File: config.mk
export PLATFORM = sky130hd
export DESIGN_NAME = ifetch
export DESIGN_NICKNAME = d
export VERILOG_FILES = /design/src/rtl/mips_pkg.sv /design/src/rtl/ifetch_outreg.sv /design/src/rtl/ifetch.sv
export SDC_FILE = /design/constraint.sdc
export NUM_CORES = 1
export LEC_CHECK = 0
export BUFFER_PORTS_ARGS = -buffer_cell sky130_fd_sc_hd__buf_2
export CAP_MARGIN = 5
export CORE_AREA = 2 2 122 124
export CTS_BUF_LIST = sky130_fd_sc_hd__clkbuf_8 sky130_fd_sc_hd__clkbuf_16
export DETAILED_ROUTE_END_ITERATION = 16
export DIE_AREA = 0 0 124 126
export MAX_ROUTING_LAYER = met4
export PLACE_DENSITY = 0.85
export SLEW_MARGIN = 40
export SYNTH_ARGS = -nofsm -noshare
export SYNTH_HDL_FRONTEND = slang
export SYNTH_SLANG_ARGS = --single-unit
File: constraint.sdc
create_clock -name clk -period 11.8 [get_ports clk]
set_clock_uncertainty 0.2 [all_clocks]
set_input_delay 0 -clock clk [delete_from_list [all_inputs] [get_ports clk]]
set_output_delay 0 -clock clk [all_outputs]
set_load 0.005 [all_outputs]
File: src/rtl/mips_pkg.sv
// Shared front-end definitions: fetch FSM states, word width and NOP.
// Reused by ifetch and the decode stage.
package mips_pkg;

    localparam int WORD_W = 32;

    localparam logic [WORD_W-1:0] NOP_INSN = 32'h0000_0000;

    typedef enum logic [1:0] {
        IDLE = 2'd0,
        WAIT = 2'd1,
        DROP = 2'd2
    } fetch_state_e;

    function automatic logic [WORD_W-1:0] pc_plus4(
        input logic [WORD_W-1:0] pc
    );
        return pc + 32'd4;
    endfunction

endpackage

File: src/rtl/ifetch_outreg.sv
// Valid/ready output register of the fetch stage.
// A load always wins over a consume or a flush in the same cycle.
module ifetch_outreg
    import mips_pkg::*;
#(
    parameter int DATA_W = WORD_W
) (
    input  logic              clk,
    input  logic              reset,
    input  logic              load_i,
    input  logic              flush_i,
    input  logic              ready_i,
    input  logic [DATA_W-1:0] instr_i,
    input  logic [WORD_W-1:0] pc_i,
    input  logic [WORD_W-1:0] pc4_i,
    input  logic              misalign_i,
    output logic [DATA_W-1:0] instr_o,
    output logic [WORD_W-1:0] pc_o,
    output logic [WORD_W-1:0] pc4_o,
    output logic              misalign_o,
    output logic              valid_o
);

    logic [DATA_W-1:0] instr_q;
    logic [WORD_W-1:0] pc_q;
    logic [WORD_W-1:0] pc4_q;
    logic              mis_q;
    logic              valid_q;

    always_ff @(posedge clk or posedge reset) begin
        if (reset) begin
            instr_q <= '0;
            pc_q    <= '0;
            pc4_q   <= '0;
            mis_q   <= 1'b0;
            valid_q <= 1'b0;
        end else if (load_i) begin
            instr_q <= instr_i;
            pc_q    <= pc_i;
            pc4_q   <= pc4_i;
            mis_q   <= misalign_i;
            valid_q <= 1'b1;
        end else if (flush_i || ready_i) begin
            // Payload is left untouched so a drained register stays quiet.
            valid_q <= 1'b0;
        end
    end

    assign instr_o    = instr_q;
    assign pc_o       = pc_q;
    assign pc4_o      = pc4_q;
    assign misalign_o = mis_q;
    assign valid_o    = valid_q;

endmodule

File: src/rtl/ifetch.sv
// Instruction fetch: one outstanding imem request, branch flush
// with in-flight response dropping, valid/ready output to decode.
module ifetch
    import mips_pkg::*;
#(
    parameter int                DATA_W = WORD_W,
    parameter logic [DATA_W-1:0] NOP    = NOP_INSN
) (
    input  logic              clk,
    input  logic              reset,
    input  logic [WORD_W-1:0] pc_in,
    input  logic              pc_valid,
    output logic              pc_ready,
    input  logic              flush,
    output logic              imem_req,
    output logic [WORD_W-1:0] imem_addr,
    input  logic              imem_ack,
    input  logic [DATA_W-1:0] imem_rdata,
    output logic [DATA_W-1:0] instr,
    output logic [WORD_W-1:0] instr_pc,
    output logic [WORD_W-1:0] instr_pc4,
    output logic              instr_misalign,
    output logic              instr_valid,
    input  logic              instr_ready,
    output logic [WORD_W-1:0] fetch_count
);

    fetch_state_e      state_q;
    logic              req_q;
    logic [WORD_W-1:0] addr_q;
    logic [WORD_W-1:0] cnt_q;
    logic [WORD_W-1:0] cnt_d;

    logic              out_valid;
    logic              accept;
    logic              aligned;
    logic              mis_load;
    logic              ack_load;
    logic              consume;

    logic [DATA_W-1:0] ld_instr;
    logic [WORD_W-1:0] ld_pc;

    assign pc_ready = !flush && (state_q == IDLE)
                      && (!out_valid || instr_ready);

    assign accept   = pc_valid && pc_ready;
    assign aligned  = (pc_in[1:0] == 2'b00);
    assign mis_load = accept && !aligned;
    assign ack_load = (state_q == WAIT) && imem_ack && !flush;
    assign consume  = out_valid && instr_ready && !flush;

    assign ld_instr = mis_load ? NOP : imem_rdata;
    assign ld_pc    = mis_load ? pc_in : addr_q;

    always_ff @(posedge clk or posedge reset) begin
        if (reset) begin
            state_q <= IDLE;
            req_q   <= 1'b0;
            addr_q  <= '0;
        end else begin
            unique case (state_q)
                IDLE: begin
                    if (accept && aligned) begin
                        addr_q  <= pc_in;
                        req_q   <= 1'b1;
                        state_q <= WAIT;
                    end
                end
                WAIT: begin
                    // An ack in the flush cycle retires the request;
                    // its data never reaches the output register.
                    if (imem_ack) begin
                        req_q   <= 1'b0;
                        state_q <= IDLE;
                    end else if (flush) begin
                        state_q <= DROP;
                    end
                end
                DROP: begin
                    if (imem_ack) begin
                        req_q   <= 1'b0;
                        state_q <= IDLE;
                    end
                end
                default: begin
                    req_q   <= 1'b0;
                    state_q <= IDLE;
                end
            endcase
        end
    end

    always_comb begin
        cnt_d = cnt_q;
        if (consume) begin
            cnt_d = cnt_q + 32'd1;
        end
    end

    always_ff @(posedge clk or posedge reset) begin
        if (reset) begin
            cnt_q <= '0;
        end else begin
            cnt_q <= cnt_d;
        end
    end

    ifetch_outreg #(
        .DATA_W (DATA_W)
    ) u_outreg (
        .clk        (clk),
        .reset      (reset),
        .load_i     (mis_load || ack_load),
        .flush_i    (flush),
        .ready_i    (instr_ready),
        .instr_i    (ld_instr),
        .pc_i       (ld_pc),
        .pc4_i      (pc_plus4(ld_pc)),
        .misalign_i (mis_load),
        .instr_o    (instr),
        .pc_o       (instr_pc),
        .pc4_o      (instr_pc4),
        .misalign_o (instr_misalign),
        .valid_o    (out_valid)
    );

    assign instr_valid = out_valid;
    assign imem_req    = req_q;
    assign imem_addr   = addr_q;
    assign fetch_count = cnt_q;

endmodule

=== Word-level counts from Yosys, hierarchy flattened ===
Cells that the tools add are included.

* Bits in registers: 165
* Input bits: 70
* Output and inout bits: 164
* Logic and storage cells: 51

* Add/sub/neg operators: 2
* Eq/ne operators: 6
* Muxes and demuxes: 12
* Reduce and logical (&&, ||, !) cells: 22

{| class="wikitable"
|+ Operator list
! kind !! number
|-
| $mux 32 || 2
|-
| $add 32x1->32 const B || 1
|-
| $add 32x3->32 const B || 1
|-
| $logic_and 1x1->1 || 9
|-
| $mux 2 || 4
|-
| $pmux 2 s3 || 1
|-
| $logic_not 2->1 || 2
|-
| $mux 1 || 4
|-
| $ne 2x1->1 const B || 2
|-
| $reduce_and 2->1 || 2
|-
| $logic_not 1->1 || 3
|-
| $logic_or 1x1->1 || 3
|-
| $ne 3x3->1 const B || 1
|-
| $reduce_and 3->1 || 1
|-
| $eq 2x1->1 const B || 1
|-
| $eq 2x2->1 const B || 1
|-
| $ne 2x2->1 const B || 1
|-
| $pmux 1 s2 || 1
|-
| $reduce_bool 2->1 || 1
|-
| $reduce_or 2->1 || 1
|}

=== Longest topological paths before layout ===
Gate-level depths: netlist of the first run.

* Word-level depth: 7
* Gate-level depth with buffers: 17
* Gate-level depth less buffers: 13

=== Hierarchy ===
A second synthesis of the first run with hierarchy kept.

* Cells, all modules: 745
* Area total of the unflattened synthesis: 8,226.6 sq um

{| class="wikitable"
|+ By module, submodules not included
! module !! times used !! cells each !! area each (sq um) !! seq. area each (sq um)
|-
| ifetch || 1 || 536 || 4,515.6 || 1,676.6
|-
| ifetch_outreg || 1 || 209 || 3,711.1 || 2,452.4
|}

=== Worst setup path before layout of the first run ===
OpenSTA, ideal clock, no wires.

* Kind: register to register
* Start point: register state_q[0]
* End point: register u_outreg.pc4_q[28], in the netlist u_outreg.pc4_o[28]
* Data arrival time: 3,605 ps
* Setup slack: 7,876 ps
* Stages on the path, launching flop included: 17
* Path buffers: 3
* Path through: dfrtp_1 > inv_1 > ha_1 > nand2b_4 > nor3_2 > buf_2 > buf_1 > clkbuf_1 > nand2_1 > nand2_1 > ha_1 > nand2_1 > nor3_1 > mux2i_2 > nand3b_1 > or3_1 > a31o_1

* Cells in the longest elaborated chain, start to end: 7
* Elaborated cells on any way between the ends: 11

{| class="wikitable"
|+ RTL lines
! what !! RTL line !! source
|-
| from (decl) || ifetch.sv:28 || <nowiki>fetch_state_e state_q;</nowiki>
|-
| from (signal assigned) || ifetch.sv:58 || <nowiki>state_q <= IDLE;</nowiki>
|-
| from (signal assigned) || ifetch.sv:67 || <nowiki>state_q <= WAIT;</nowiki>
|-
| from (signal assigned) || ifetch.sv:75 || <nowiki>state_q <= IDLE;</nowiki>
|-
| $logic_not 2->1 || ifetch.sv:44 || <nowiki>assign pc_ready = !flush && (state_q == IDLE)</nowiki>
|-
| $logic_and 1x1->1 || ifetch.sv:44 ||
|-
| $logic_and 1x1->1 || ifetch.sv:45 || <nowiki>&& (!out_valid || instr_ready);</nowiki>
|-
| $logic_and 1x1->1 || ifetch.sv:47 || <nowiki>assign accept = pc_valid && pc_ready;</nowiki>
|-
| $logic_and 1x1->1 || ifetch.sv:49 || <nowiki>assign mis_load = accept && !aligned;</nowiki>
|-
| $mux 32 || ifetch.sv:54 || <nowiki>assign ld_pc = mis_load ? pc_in : addr_q;</nowiki>
|-
| via ld_pc[3] || ifetch.sv:42 || <nowiki>logic [WORD_W-1:0] ld_pc;</nowiki>
|-
| $add 32x3->32 || mips_pkg.sv:18 || <nowiki>return pc + 32'd4;</nowiki>
|-
| to (signal assigned) || ifetch_outreg.sv:40 || <nowiki>pc4_q <= pc4_i;</nowiki>
|-
| to (decl) || ifetch_outreg.sv:26 || <nowiki>logic [WORD_W-1:0] pc4_q;</nowiki>
|}

The timed path passes the listed nets, and every way through them passes these cells.
A chain may end at the register's enable or synchronous reset.

=== Worst setup path in the final report of the first run ===
* Start point: register state_q[1]
* End point: register u_outreg.pc4_q[28], in the netlist u_outreg.pc4_o[28]

Same word-level chain as after synthesis.

==> metrics.csv, run 1 <==
metric,value,unit
antenna_found_initial,0,
gp_congestion,0.835,
drt-wirelength-per-cell,17.9,um
chipWidth,124,um
grt_pass1_vias,7197,
rows,44,
ant_nets,0,
synthTopCellsByArea,"dfrtp_1 (51%), nand2_1 (8.3%), mux2_2 (5.1%)",
multi_input_area,3650,um^2
cts_resized,0,
finalWorstPathRequiredPeriod,4.08,ns
min_period_over_period,34.5,%
synth_cell_types,51,
ys_seq_area_share,51.5,%
portBuffers,233,
grt_overflow_total,0,
r2r_end,u_outreg.pc4_o[28],
mostFrequentLayoutCells,"buf_2 (233), nand2_1 (174), dfrtp_1 (163), dlygate4sd3_1 (72), nor2_1 (53)",
finalHoldViolCount,0,
async_flop_share,100,%
clock_path_buffers,2,
cts_tree,yes,
p_leak,5.12,nW
hold_buffers,72,
area_delta_synth_final,32.9,%
io_pins,234,
maxCapViolations,0,
start_util,55.4,%
coreArea,14300,um^2
setup_tns,0,ns
yosysTopAreaCell,dfrtp_1,
dp.cells,1196,
seq_area,4080,um^2
yosysWarnings,0,
grt_pass1_wl,36800,um
groute.usage.overall,31.3,%
htreeDepth,4,
vdd_drop_max,0.138,mV
cts.sinks,163,
drc_errors,0,
final_cells,1300,
rsz0062_at_grt,no,
path_clk_slew,0.07,ns
drt-pass1-iter-count,5,
cp.arrival,4.20,ns
cts_made_buffers,17,
die_area,15600,um^2
synth_cells,817,
fmax,245,MHz
slew_violations,0,
clock_latency,0.43,ns
synth_top_area_share,51.5,%
fill_cells,1008,
synth_ff_type,dfrtp_1,
path_class,flop to flop,
required,11.92,ns
die_y,126,um
end_kind,flop,
crit_start,state_q[1],
hold_ws,0.0705,ns
mostFrequentLayoutCell,buf_2,
root_buffer,clkbuf_16,
relSlewSlack,43.5,%
num_vias,7467,
hold_class,input pin to async pin,
p_total,2.28,mW
wl,23200,um
reg2reg_slack,7.72,ns
viasPerCell,5.74,
n_antenna_cell,0,
worstReg2RegStart,state_q[1],
startpoint_type,flop,
ys_ff_latch,163,
status,"complete, no violations",
dp_hpwl,14900,um
netlist_area,7930,um^2
r2r_cells,14,
p_per_area,216,nW/um^2
drt_iter0_markers,671,
drive_gt1_share,28.6,%
post_cts_buffers,0,
crit_fanout,68,
setup_violations,0,
syn_nets,893,
grt_start_max_net_pins,88,
synth_enable_flop_cells,0,
worst_slew_pin_slew,0.848,ns
synth_area_per_cell,9.70,um^2
num-nets-final,1179,
==> layer usage <==
layer	GRT usage, %	wire length (um)	vias to the layer above
li1	-	-	3406
met1	40.1	9320	3571
met2	48.4	11000	408
met3	6.43	1980	82
met4	13.7	886	0
met5	-	0	-
==> cells in the mapped netlist (2+ instances only) <==
cell / n
nand2_1: 176
dfrtp_1: 163
nor2_1: 54
a21oi_1: 50
mux2_2: 36
xnor2_1: 34
nand3_1: 31
clkbuf_1: 29
xor2_1: 27
a31oi_1: 26
mux2i_1: 25
nand4_1: 22
o21ai_0: 22
and3_1: 18
buf_2: 9
nor3_1: 9
and2_1: 7
and4_1: 6
ha_1: 6
inv_1: 6
nor4_1: 5
or3_1: 5
nand2b_1: 4
o211ai_1: 4
a211oi_1: 3
a21o_1: 3
buf_1: 3
buf_4: 3
nor2b_1: 3
o21a_1: 3
a221oi_1: 2
a22oi_1: 2
o22ai_1: 2
o2bb2ai_1: 2
==> worst max-delay path by stage <==
stage,end
floorplan,fetch_count[0]
global placement,u_outreg.pc4_o[28]
detailed placement,u_outreg.pc4_o[28]
CTS,u_outreg.pc4_o[28]
global route,u_outreg.pc4_o[28]
finish,u_outreg.pc4_o[28]
==> registers in the layout (all words and copies together), names as in the netlist <==
| register | cells |
|---|---|
| u_outreg.valid_o | 1 |
| u_outreg.instr_o | 32 |
| u_outreg.misalign_o | 1 |
| u_outreg.pc_o | 32 |
| imem_addr | 32 |
| state_q | 2 |
| fetch_count | 32 |
| u_outreg.pc4_o | 30 |
| imem_req | 1 |
==> per-stage QoR <==
step / utilization [%] / cell area (um^2) / worst slack (ns)
after floorplan: - / 7930 / 7.20
after global placement: 64.2 / 9200 / 7.92
after detailed placement: 64.3 / 9210 / 7.79
after CTS: 73.6 / 10500 / 7.75
after global routing: 73.6 / 10500 / 7.45
final: 73.6 / 10500 / 7.72
==> kinds of logic after synthesis <==
logic type / after synthesis / share of synthesized area [%]
flops: 163 / 51.5
buf+inv: 51 / 2.79
mux: 62 / 8.44
xor+xnor: 61 / 6.74
simple gates: 346 / 19.9
compound gates: 128 / 9.77
fa+ha+maj: 6 / 0.947
==> power by group <==
part	switching, mW	total, mW	internal (mW)	leakage (nW)
Sequential	0.191	0.956	0.764	2.07
Clock	0.222	0.559	0.336	0.283
Combinational	0.391	0.761	0.369	2.76
Total	0.805	2.28	1.47	5.12
==> worst max-delay path: stages (launching register included) <==
cell	delay, ns
dfrtp_1	0.38
inv_1	0.13
ha_1	0.26
nand2b_4	0.09
nor3_4	0.16
buf_4	0.66
nand2_1	0.19
nand2_1	0.11
ha_1	0.25
nand2_1	0.11
nor3_1	0.22
mux2i_2	0.25
nand3b_1	0.32
or3_1	0.37
a31o_1	0.22
==> final cells by class <==
| type | instances | share of cell area [%] |
|---|---|---|
| Sequential cell | 163 | 38.7 |
| Clock buffer | 18 | 4.17 |
| Inverter | 6 | 0.261 |
| Timing Repair Buffer | 312 | 18.5 |
| Clock inverter | 14 | 1.57 |
| Multi-Input combinational cell | 603 | 34.6 |
| Tap cell | 184 | 2.18 |
No activity file was read; power rests on OpenSTA's default activity.
==> run 2, diff against run 1 <==
--- a/config.mk
+++ b/config.mk
@@ -5,14 +5,15 @@
 export SDC_FILE = /design/constraint.sdc
 export NUM_CORES = 1
 export LEC_CHECK = 0
+export ABC_AREA = 1
 export BUFFER_PORTS_ARGS = -buffer_cell sky130_fd_sc_hd__buf_2
 export CAP_MARGIN = 5
-export CORE_AREA = 2 2 122 124
+export CORE_AREA = 2 2 134 136
 export CTS_BUF_LIST = sky130_fd_sc_hd__clkbuf_8 sky130_fd_sc_hd__clkbuf_16
 export DETAILED_ROUTE_END_ITERATION = 16
-export DIE_AREA = 0 0 124 126
+export DIE_AREA = 0 0 136 138
 export MAX_ROUTING_LAYER = met4
-export PLACE_DENSITY = 0.85
+export PLACE_DENSITY = 0.76
 export SLEW_MARGIN = 40
 export SYNTH_ARGS = -nofsm -noshare
 export SYNTH_HDL_FRONTEND = slang
==> constraint.sdc (replaced) <==
create_clock -name clk -period 3.3 [get_ports clk]
set_clock_uncertainty 0.2 [all_clocks]
set_input_delay 0 -clock clk [delete_from_list [all_inputs] [get_ports clk]]
set_output_delay 0 -clock clk [all_outputs]
set_load 0.005 [all_outputs]
==> metrics.csv, run 2 <==
metric,value,unit
maxCapViolations,0,
status,"complete, no violations",
async_flop_share,100,%
critPathTopFamily,simple AND/OR/NAND/NOR gates,
cts_tree,yes,
area_delta_synth_final,34.3,%
netlist_area,8050,um^2
p_per_area,812,nW/um^2
clock_latency,0.43,ns
wl,24000,um
groute.usage.overall,26.7,%
fmax,347,MHz
r2r_cells,14,
drt-wirelength-per-cell,15.7,um
p_total,8.78,mW
setup_tns,0,ns
dp_hpwl,16800,um
cp_slowest_stage_delay,0.39,ns
drc_errors,0,
htreeDepth,4,
start_util,45.9,%
crit_start,state_q[0],
finalHoldViolCount,0,
end_kind,flop,
viasPerCell,5.14,
synth_top_area_share,50.7,%
path_clk_slew,0.07,ns
yosysMostFrequentCell,nand2_1,
n_antenna_cell,0,
crit_path_frequent_cell,nand2_1,
synth_ff_type,dfrtp_1,
vdd_drop_max,0.445,mV
mostFrequentLayoutCells,"nand2_1 (365), buf_2 (233), dfrtp_1 (163), nand3_1 (91), dlygate4sd3_1 (72)",
root_buffer,clkbuf_16,
crit_buf_inv,3,
min_period_over_period,87.4,%
syn_nets,1063,
crit_fanout,18,
multi_input_area,3480,um^2
drive_gt1_share,26.2,%
relSlewSlack,60.8,%
drt_iter0_markers,566,
gp_congestion,0.906,
io_pins,234,
synth_cells,987,
ys_ff_latch,163,
yosysWarnings,0,
num-nets-final,1357,
synth_cell_types,38,
p_leak,5.76,nW
r2r_end,u_outreg.pc4_o[23],
slew_violations,0,
synth_enable_flop_cells,0,
setup_violations,0,
reg2reg_slack,0.41,ns
seq_area,4080,um^2
antenna_found_initial,0,
worstReg2RegStart,state_q[0],
crit_path_top_delay_cell,dfrtp_1,
rows,49,
die_area,18800,um^2
drt-pass1-iter-count,5,
fill_cells,1528,
mostFrequentLayoutCell,nand2_1,
finalWorstPathRequiredPeriod,2.89,ns
startpoint_type,flop,
hold_class,input pin to async pin,
utilization,61.7,%
ant_nets,0,
clock_path_buffers,2,
path_class,flop to flop,
die_y,138,um
cts.sinks,163,
worst_slew_pin_slew,0.588,ns
yosysTopAreaCell,dfrtp_1,
chipWidth,136,um
grt_start_max_net_pins,94,
path_cells,"inv_1, ha_1, nand2_2, nor2_4, buf_12, nand4_1, nand2_1, nand2_1, nor2_1, nand2_1, nor2_4, inv_2, o21bai_1, nand3_1",
synth_common_cells,"nand2_1 (366), dfrtp_1 (163), nand3_1 (91)",
synth_area_per_cell,8.16,um^2
num_vias,7828,
grt_pass1_vias,7430,
rsz0062_at_grt,no,
cts_made_buffers,17,
synthTopCellsByArea,"dfrtp_1 (51%), nand2_1 (17%), nand3_1 (5.7%)",
grt_overflow_total,0,
portBuffers,233,
ys_seq_area_share,50.7,%
required,3.42,ns
coreArea,17500,um^2
cp.arrival,3.00,ns
grt_pass1_wl,38400,um
## run 2: changes by cell type after synthesis, moves of 10 or more
cell and delta:
a21oi_1 -44, and3_1 -18, mux2_2 -36, mux2i_1 -25, inv_1 +54, nand2_2 +11
a31oi_1 -20, nand4_1 +19, nor2_4 +12, nand3_1 +60, nor2_2 +10, nand2_1 +190
xnor2_1 -25
## run 2: cells by family (layout without fill, tap and decap cells)
family          Yosys count  count (layout)  share of synthesized area, %
buf+inv                 114             421                          6.12
flops                   163             163                          50.7
compound gates           53              53                          3.65
fa+ha+maj                 6               6                         0.932
xor+xnor                 32              32                          3.48
simple gates            619             619                          35.2
## run 2: layout make-up
| type | count | area share [%] |
|---|---|---|
| Inverter | 69 | 2.44 |
| Tap cell | 229 | 2.65 |
| Sequential cell | 163 | 37.7 |
| Timing Repair Buffer | 320 | 19.2 |
| Clock inverter | 15 | 1.85 |
| Multi-Input combinational cell | 710 | 32.2 |
| Clock buffer | 17 | 3.93 |
## run 2: how the worst max path moves through the flow
| stage | endpoint | slack, ns | depth (start not counted) |
|---|---|---|---|
| floorplan | u_outreg.pc4_o[24] | 0.80 | 17 |
| global placement | u_outreg.pc4_o[29] | 0.51 | 14 |
| detailed placement | u_outreg.pc4_o[23] | 0.45 | 14 |
| CTS | u_outreg.pc4_o[23] | 0.44 | 14 |
| global route | u_outreg.pc4_o[24] | 0.15 | 16 |
| finish | u_outreg.pc4_o[23] | 0.41 | 14 |
## run 2: worst register-to-register path, stage by stage, from the launching register on
cell,delay (ns)
dfrtp_1,0.39
inv_1,0.12
ha_1,0.22
nand2_2,0.10
nor2_4,0.33
buf_12,0.21
nand4_1,0.10
nand2_1,0.23
nand2_1,0.19
nor2_1,0.17
nand2_1,0.11
nor2_4,0.16
inv_2,0.06
o21bai_1,0.11
nand3_1,0.07
## run 2: stage by stage
stage               setup slack [ns]  hold slack, ns  instance area, um^2  std cells
floorplan                      0.804         -0.0905                 8060        987
global placement               0.513         -0.0212                 9470       1419
detailed placement             0.446         -0.0248                 9470       1419
CTS                            0.436          0.0739                10800       1523
global route                   0.150          0.0994                10800       1523
finish                         0.414          0.0437                10800       1523
## run 2: power by group
part           internal (mW)  switching (mW)
clock                   1.21           0.875
sequential              2.80           0.542
combinational           1.34            2.01
total                   5.35            3.43
## run 2: per-layer routing
metal  global-route usage [%]  vias up  routed length (um)
li1                         -     3763                   -
met1                     35.2     3694               10100
met2                     40.1      311               11300
met3                     5.76       60                1670
met4                     10.4        0                 903
met5                        -        -                   0
## run 2: repair_timing
item	in CTS	in global routing
hold buffers	72	0
endpoints found under the hold margin	294	0
gates resized for setup	0	0
buffers inserted	0	0
==> run 3, diff against run 2 <==
--- a/config.mk
+++ b/config.mk
@@ -8,12 +8,13 @@
 export ABC_AREA = 1
 export BUFFER_PORTS_ARGS = -buffer_cell sky130_fd_sc_hd__buf_2
 export CAP_MARGIN = 5
-export CORE_AREA = 2 2 134 136
+export CORE_AREA = 8 8 140 142
 export CTS_BUF_LIST = sky130_fd_sc_hd__clkbuf_8 sky130_fd_sc_hd__clkbuf_16
 export DETAILED_ROUTE_END_ITERATION = 16
-export DIE_AREA = 0 0 136 138
+export DIE_AREA = 0 0 148 150
 export MAX_ROUTING_LAYER = met4
 export PLACE_DENSITY = 0.76
+export SKIP_CTS_REPAIR_TIMING = 1
 export SLEW_MARGIN = 40
 export SYNTH_ARGS = -nofsm -noshare
 export SYNTH_HDL_FRONTEND = slang
==> metrics.csv, run 3 (synthesis results as in run 2) <==
metric,value,unit
status,"complete, no violations",
die_area,22200,um^2
ant_nets,0,
final_cells,1526,
drt_iter0_markers,592,
crit_fanout,23,
mostFrequentLayoutCells,"nand2_1 (365), buf_2 (233), dfrtp_1 (163), nand3_1 (91), dlygate4sd3_1 (74)",
relSlewSlack,56.0,%
dp_hpwl,18100,um
reg2reg_slack,0.28,ns
slew_violations,0,
setup_tns,0,ns
portBuffers,233,
wl,25900,um
grt_start_max_net_pins,85,
maxCapViolations,0,
htreeDepth,4,
start_util,45.9,%
finalHoldViolCount,0,
met3_length,1750,um
p_leak,5.75,nW
clock_latency,0.43,ns
path_clk_slew,0.07,ns
fill_cells,1521,
r2r_end,u_outreg.pc4_o[23],
finalWorstPathRequiredPeriod,3.02,ns
topRoutingLayerUsed,met4,
worst_slew_pin_slew,0.658,ns
cts_tree,yes,
groute.usage.overall,23.2,%
p_per_area,819,nW/um^2
io_pins,234,
viasPerCell,5.15,
startpoint_type,flop,
cts.sinks,163,
grt_overflow_total,0,
drive_gt1_share,26.2,%
clock_path_buffers,2,
crit_start,state_q[0],
end_kind,flop,
mostFrequentLayoutCell,nand2_1,
rsz0062_at_grt,no,
cp_slowest_stage_delay,0.51,ns
coreArea,17500,um^2
utilization,61.6,%
r2r_cells,13,
wl_met1,10700,um
antenna_found_initial,0,
hold_class,input pin to async pin,
num_vias,7855,
chipWidth,148,um
crit_path_frequent_cell,nand2_1,
crit_buf_inv,2,
n_antenna_cell,0,
worstReg2RegStart,state_q[0],
area_delta_synth_final,34.2,%
met2_length,12900,um
cp.arrival,3.14,ns
root_buffer,clkbuf_16,
path_class,flop to flop,
drt-pass1-iter-count,6,
fmax,331,MHz
grt_pass1_vias,7509,
vdd_drop_max,0.437,mV
rows,49,
required,3.41,ns
gp_congestion,0.917,
p_total,8.85,mW
dp.cells,1420,
cts_made_buffers,17,
drc_errors,0,
path_cells,"inv_1, ha_1, nand2_2, nor2_4, nand4_1, nand2_1, nand2_1, nor2_1, nand2_1, nor2_4, inv_2, o21bai_1, nand3_1",
drt-wirelength-per-cell,17.0,um
critPathTopFamily,simple AND/OR/NAND/NOR gates,
min_period_over_period,91.6,%
setup_violations,0,
num-nets-final,1360,
die_y,150,um
grt_pass1_wl,39700,um
crit_path_top_delay_cell,nor2_4,
## run 3: cell types whose count changed in the layout (fill, tap and decap cells not counted), sizes merged
cell	change
inv	+4
dlygate4sd3	+2
clkinv	-7
clkinvlp	+2
clkbuf	+1
buf	+1
## run 3: layer usage
metal | up-vias | track usage [%]
li1 | 3759 | -
met1 | 3703 | 28.8
met2 | 336 | 37.4
met3 | 57 | 4.84
met4 | 0 | 7.09
met5 | - | -
## run 3: how the worst max path moves through the flow
stage / to / cells past startpoint
2_1_floorplan: u_outreg.pc4_o[24] / 17
3_3_place_gp: u_outreg.pc4_o[29] / 14
3_5_place_dp: u_outreg.pc4_o[20] / 14
4_1_cts: u_outreg.pc4_o[29] / 14
5_1_grt: u_outreg.pc4_o[25] / 13
6_report: u_outreg.pc4_o[23] / 13
## run 3: layout make-up
cell class	count	area, um^2	area share (%)
Clock buffer	18	439	4.07
Sequential cell	163	4080	37.8
Multi-Input combinational cell	710	3480	32.2
Tap cell	229	287	2.65
Timing Repair Buffer	323	2060	19.1
Clock inverter	14	188	1.74
Inverter	69	264	2.44
## run 3: worst min-delay path: stages
cell,delay [ns]
dlygate4sd3_1,0.53
buf_2,0.13
clkinvlp_4,0.43
## run 3: report_power, final
part           total (mW)  internal, mW  switching, mW
clock                2.13          1.24          0.891
sequential           3.34          2.80          0.540
combinational        3.38          1.33           2.06
## run 3: per-stage QoR
stage,hold WS (ns),setup slack (ns),area (um^2)
CTS,-0.534,0.333,10100
global route,0.0664,0.00474,10800
finish,0.0147,0.276,10800
floorplan,-0.0905,0.804,8060
global placement,-0.0723,0.463,9440
detailed placement,-0.0759,0.344,9440
